### src/rtl/regfile_write_arbiter.sv
// regfile_write_arbiter
// Arbitrates two write requesters (ALU = req0, load unit = req1) onto the
// single register-file write port through a one-entry output stage.
// Optional feature: define REGFILE_WRITE_BYPASS_EN to forward the staged
// write onto the read data outputs PA/PB.
//
// Ports
//   clk, rst_n               clock, asynchronous active-low reset
//   reqN_valid/rd/data       write requests (N = 0 ALU, 1 load unit)
//   reqN_ready               request accepted this cycle (combinational)
//   freeze                   pipeline freeze: blocks the write, holds stage
//   RW, PW, enable           register-file write port
//   RA, RB                   read indices presented to the register file
//   rf_PA, rf_PB             register-file read data
//   PA, PB                   read data to the pipeline
//   stall_cnt                saturating count of request-stall cycles
module regfile_write_arbiter #(
    parameter int unsigned ADDR_W = 5,
    parameter int unsigned DATA_W = 32
) (
    input  logic              clk,
    input  logic              rst_n,
    input  logic              req0_valid,
    input  logic [ADDR_W-1:0] req0_rd,
    input  logic [DATA_W-1:0] req0_data,
    output logic              req0_ready,
    input  logic              req1_valid,
    input  logic [ADDR_W-1:0] req1_rd,
    input  logic [DATA_W-1:0] req1_data,
    output logic              req1_ready,
    input  logic              freeze,
    output logic [ADDR_W-1:0] RW,
    output logic [DATA_W-1:0] PW,
    output logic              enable,
    input  logic [ADDR_W-1:0] RA,
    input  logic [ADDR_W-1:0] RB,
    input  logic [DATA_W-1:0] rf_PA,
    input  logic [DATA_W-1:0] rf_PB,
    output logic [DATA_W-1:0] PA,
    output logic [DATA_W-1:0] PB,
    output logic [15:0]       stall_cnt
);

    localparam int unsigned CNT_W = 16;

    logic              stg_valid;
    logic [ADDR_W-1:0] stg_rd;
    logic [DATA_W-1:0] stg_data;
    logic              lp;          // index of the last granted requester

    logic              can_load;
    logic              grant0;
    logic              grant1;
    logic              accept;
    logic [ADDR_W-1:0] acc_rd;
    logic [DATA_W-1:0] acc_data;
    logic              load;
    logic              stall;

    // Round-robin grant: on conflict the requester not named by lp wins.
    always_comb begin
        grant0 = 1'b0;
        grant1 = 1'b0;
        if (req0_valid && req1_valid) begin
            grant0 = lp;
            grant1 = ~lp;
        end else begin
            grant0 = req0_valid;
            grant1 = req1_valid;
        end
    end

    assign can_load   = ~stg_valid | ~freeze;
    assign req0_ready = grant0 & can_load;
    assign req1_ready = grant1 & can_load;
    assign accept     = req0_ready | req1_ready;
    assign acc_rd     = req0_ready ? req0_rd   : req1_rd;
    assign acc_data   = req0_ready ? req0_data : req1_data;
    // Writes to x0 are consumed but never staged.
    assign load       = accept & (acc_rd != '0);
    assign stall      = (req0_valid & ~req0_ready) | (req1_valid & ~req1_ready);

    assign RW     = stg_rd;
    assign PW     = stg_data;
    assign enable = stg_valid & ~freeze;

    // Stage, round-robin pointer and stall counter.
    always_ff @(posedge clk or negedge rst_n) begin
        if (!rst_n) begin
            stg_valid <= 1'b0;
            stg_rd    <= '0;
            stg_data  <= '0;
            lp        <= 1'b1;
            stall_cnt <= '0;
        end else begin
            // A load on a draining edge replaces the entry with no bubble.
            if (load) begin
                stg_valid <= 1'b1;
                stg_rd    <= acc_rd;
                stg_data  <= acc_data;
            end else if (enable) begin
                stg_valid <= 1'b0;
            end

            if (req0_ready) begin
                lp <= 1'b0;
            end else if (req1_ready) begin
                lp <= 1'b1;
            end

            if (stall && (stall_cnt != {CNT_W{1'b1}})) begin
                stall_cnt <= stall_cnt + CNT_W'(1);
            end
        end
    end

`ifdef REGFILE_WRITE_BYPASS_EN
    // Forward the write in flight so readers see it in the same cycle.
    assign PA = (enable && (RW == RA) && (RA != '0)) ? PW : rf_PA;
    assign PB = (enable && (RW == RB) && (RB != '0)) ? PW : rf_PB;
`else
    logic unused_read_idx;
    assign unused_read_idx = ^{RA, RB};
    assign PA = rf_PA;
    assign PB = rf_PB;
`endif

endmodule

### config.mk
export PLATFORM = sky130hd
export DESIGN_NAME = regfile_write_arbiter
export DESIGN_NICKNAME = d
export VERILOG_FILES = /design/src/rtl/regfile_write_arbiter.sv
export SDC_FILE = /design/constraint.sdc
export NUM_CORES = 1
export LEC_CHECK = 0
export ABC_AREA = 1
export BUFFER_PORTS_ARGS = -buffer_cell sky130_fd_sc_hd__buf_2
export CAP_MARGIN = 20
export CELL_PAD_IN_SITES_DETAIL_PLACEMENT = 1
export CELL_PAD_IN_SITES_GLOBAL_PLACEMENT = 1
export CORE_ASPECT_RATIO = 0.5
export CORE_UTILIZATION = 28
export CTS_CLUSTER_DIAMETER = 80
export DETAILED_ROUTE_END_ITERATION = 7
export HOLD_SLACK_MARGIN = 0.1
export PLACE_DENSITY_LB_ADDON = 0.15
export SLEW_MARGIN = 5
export SYNTH_ARGS = -nofsm -noshare
export SYNTH_HDL_FRONTEND = slang
export SYNTH_SLANG_ARGS = --single-unit
### constraint.sdc
create_clock -name clk -period 3.2 [get_ports clk]
set_clock_uncertainty 0.2 [all_clocks]
set_input_delay 0.32 -clock clk [delete_from_list [all_inputs] [get_ports clk]]
set_output_delay 0.32 -clock clk [all_outputs]
set_load 0.02 [all_outputs]
Word level (Yosys, flattened, before mapping)

Cells that the tools add are included.

Word-level logic and storage cells: 34
Register bits after elaboration: 55
Output and inout bits: 120
Input bits: 153

Add/subtract/negate cells: 1
Equal/unequal tests: 1
Multiplexer cells: 8
Bitwise gates (word level): 14
Reductions and logical operators: 5

Operators with widths:

| cell                    | number |
|---|---|
| $mux W32                | 1 |
| $add A16 B1 Y16 const B | 1 |
| $ne A16 B16 Y1 const B  | 1 |
| $and A1 B1 Y1           | 6 |
| $mux W1                 | 6 |
| $mux W5                 | 1 |
| $not A1 Y1              | 5 |
| $reduce_bool A5 Y1      | 1 |
| $reduce_bool A2 Y1      | 2 |
| $or A1 B1 Y1            | 3 |
| $logic_and A1 B1 Y1     | 2 |

Logic depth before layout (Yosys ltp)

Word-level depth: 7
Depth in mapped cells: 12
Depth with buffers taken out: 10

Least setup slack after synthesis

Ideal clock, no wire load.

Kind: flip-flop to flip-flop
Start: reg stall_cnt[0]
End: reg stall_cnt[2]
Buffers on the path: 1
Cell stages (with the launch flop): 10
Required time: 2880 ps
Clock period less this slack: 1919 ps
Slack: 1281 ps
Arrival time: 1598 ps
Library setup time: 120 ps
Cell sequence: dfrtp_1 ha_1 inv_1 nor2_1 nand4_1 nand2_1 inv_1 buf_2 nand3b_1 nand2_1

Word-level cells in the longest chain between the ends: 2
Elaborated cells between the ends (all ways): 3
Classes of those cells: add/sub: 1; eq/ne: 1; reduce/logical: 1

RTL lines:

| element                                                                 | line | source |
|---|---|---|
| start, declared                                                         | 41   | `output logic [15:0] stall_cnt` |
| start signal, assigned                                                  | 112  | `stall_cnt <= stall_cnt + CNT_W'(1);` |
| parallel branches: the longest is 2 deep, another holds $add A16 B1 Y16 | n/a  |  |

Several ways; the timed one is not identified.
A chain may end at the register's enable or synchronous reset.

Final worst setup path

Start: reg lp
End: out req0_ready

Word-level cells in the longest chain between the ends: 2

RTL lines:

| element                | line | source |
|---|---|---|
| start, declared        | 49   | `logic lp;` |
| start signal, assigned | 93   | `lp <= 1'b1;` |
| start signal, assigned | 106  | `lp <= 1'b0;` |
| start signal, assigned | 108  | `lp <= 1'b1;` |
| $mux W1                | 64   | `if (req0_valid && req1_valid) begin` |
| $and A1 B1 Y1          | 74   | `assign req0_ready = grant0 & can_load;` |
| end, declared          | 26   | `output logic req0_ready,` |

Every way passes these cells.

==> flow_summary.json <==
{
  "wl_per_cell_um": 15.1,
  "worstSkewPairLatency_ns": 0.29,
  "cts_buffers": 5,
  "port_buffers": 134,
  "post-cts-setup-buffers": 0,
  "max_stage_delay_ns": 0.54,
  "synth_area_um2": 3510,
  "dieArea_um2": 13000,
  "hp-class": "primary input to register",
  "tns_ns": 0,
  "syn_nets": 649,
  "dp_hpwl_mm": 8.37,
  "io_pins": 273,
  "crit_buf_inv": 5,
  "endpoint_kind": "output port",
  "netlist.area_leader.share_pct": 38.5,
  "drive_gt1_share_pct": 27.9,
  "ctsHoldBuffers": 1,
  "required_ns": 2.68,
  "crit_type": "register to output port",
  "synth_top_area_cell": "dfrtp_1",
  "status": "finished, final reports clean",
  "ys_ff_latch": 55,
  "grt-ovfl-total": 0,
  "crit_arrival_ns": 2.33,
  "cp_max_fo": 34,
  "syn2layout_area_growth_pct": 13.9,
  "grt_pass1_vias": 3039,
  "antenna_cells": 0,
  "slew_viol_final": 0,
  "powerDensity_nw_per_um2": 706,
  "gp_congestion": 0.761,
  "synth_seq_area_share_pct": 39.3,
  "grt_pass1_wl_mm": 17.1,
  "min_period_ns": 2.85,
  "cap_violations": 0,
  "p_leak_nw": 2.33,
  "cts_resized": 0,
  "start_util_pct": 29.2,
  "nNetsFinal": 715,
  "drt_first_pass_iters": 4,
  "htree_levels": 2,
  "stdcell_count": 727,
  "worst_setup_path_start_kind": "register",
  "drc_errors": 0,
  "crit_chain": "inv_1 -> nand2_2 -> nand3_2 -> buf_4 -> inv_2 -> buf_4 -> buf_2",
  "r2r_cells": 9,
  "synth.area.top_cells": "dfrtp_1 (39%), nand2_1 (24%), buf_4 (14%), nand3_1 (6.3%), inv_1 (2.8%)",
  "coreArea_um2": 12000,
  "hold_violations": 0,
  "rows": 28,
  "hold_depth": 5,
  "drtIter0Drc": 137,
  "die_x_um": 160,
  "final.period_utilization_pct": 89.1,
  "grt_antenna_before_repair": 0,
  "via_per_inst": 4.40,
  "crit_cells": 7,
  "preCtsSetupSlack_ns": 0.549,
  "wl_mm": 11.0,
  "grt_max_degree": 37,
  "cts_tree": "yes",
  "grtUsageTotal_pct": 16.9,
  "ant_nets": 0,
  "ys_warn_count": 0,
  "synthCells": 495,
  "worst_slack_ns": 0.349,
  "max_slew_margin_pct": 49.2,
  "via_count": 3199,
  "total_power_mw": 2.82,
  "worst_pin_slew_ns": 0.760,
  "syn_avg_cell_area_um2": 7.09,
  "timing.fmax_mhz": 351,
  "numClockSinks": 55,
  "path_delay_family": "buffers and inverters",
  "path_clk_slew_ns": 0.07,
  "setup_viol": 0,
  "cts-root-buf": "clkbuf_16",
  "cts_buffer_depth": 2,
  "die_h_um": 81.2,
  "ir_drop_uv": 240,
  "cpMaxStageDelayCell": "dfstp_2",
  "rsz0062_at_grt": "false",
  "cp_common_cell": "buf_4",
  "yosysUniqueCellTypes": 26,
  "place_inst": 718
}
## cells in the final DEF, fill, tap and decap left out
cell and count:
a21oi_2 1, buf_2 134, buf_4 7, clkbuf_1 2
clkbuf_16 5, clkinv_2 1, dfrtp_1 54, dfstp_2 1
dlygate4sd3_1 1, ha_1 1, inv_1 26, inv_2 2
nand2_1 229, nand2_2 2, nand3_1 44, nand3_2 1
nand3b_1 1, nand4_1 7, nor2_1 14, nor3_1 4
o21ai_0 6, o21ai_1 2, o21ai_2 1, o21bai_2 1
or2_2 1, xnor2_1 8, xor2_1 6
## tightest hold or removal path: stages
cell and delay [ns]:
buf_2 0.07, nand2_1 0.04, nand2_1 0.05, nand3_1 0.07, nand2_1 0.06
## metrics by stage
stage	instance area, um2	utilization (%)	hold slack, ns
2_1_floorplan	3510	-	-0.176
3_3_place_gp	3850	32.0	0.178
3_5_place_dp	3850	32.0	0.189
4_1_cts	4000	33.3	0.141
5_1_grt	4000	33.3	0.162
6_report	4000	33.3	0.150
## state kept, by name (all words and copies together), names as in the netlist
| signal | cells |
|---|---|
| stg_valid | 1 |
| stall_cnt | 16 |
| RW | 5 |
| PW | 32 |
| lp | 1 |
## area by class of cell
type                            count  area (um2)
Clock buffer                        7         133
Clock inverter                      1        5.00
Fill cell                        1574        8020
Inverter                           28         105
Multi-Input combinational cell    329        1440
Sequential cell                    55        1380
Tap cell                          165         206
Timing Repair Buffer              142         733
## cell usage after synthesis (all sizes together)
master  instances
nand2         231
buf            76
dfrtp          54
nand3          45
inv            28
nor2           14
o21ai           9
xnor2           8
clkbuf          7
nand4           7
xor2            6
nor3            4
a21oi           1
dfstp           1
ha              1
nand3b          1
o21bai          1
or2             1
## cell families (layout without fill, tap and decap cells)
group	after synthesis	in the layout	synth area share (%)
AOI/OAI and AO/OA	11	11	1.96
and+or+nand+nor	303	303	35.1
adders and majority gates	1	1	0.356
buffers and inverters	111	178	19.8
DFF	55	55	39.3
xor gates and xnor gates	14	14	3.49
## path summary, 6_finish.rpt
kind | end | from | slack [ns]
worst min-delay path | PW[7] | req0_data[7] | 0.15
min in group asynchronous | RW[4] | rst_n | 0.40
worst min register to register | RW[2] | RW[2] | 0.27
max in group asynchronous | lp | rst_n | 1.69
worst max-delay path | req0_ready | lp | 0.35
worst max register to register | PW[31] | lp | 0.62
## where the power goes
part	internal (mW)	switching [mW]	total [mW]
registers	0.924	0.163	1.09
logic	0.394	0.795	1.19
clock network	0.291	0.256	0.547
## per-layer routing
| metal | vias up | track usage, % | share of wire (%) |
|---|---|---|---|
| li1 | 1589 | - | - |
| met1 | 1504 | 19.6 | 41 |
| met2 | 102 | 31.4 | 51 |
| met3 | 4 | 5.31 | 7.3 |
| met4 | 0 | 2.67 | 0.44 |
| met5 | - | 0 | 0 |
(Power assumes the default switching activity.)
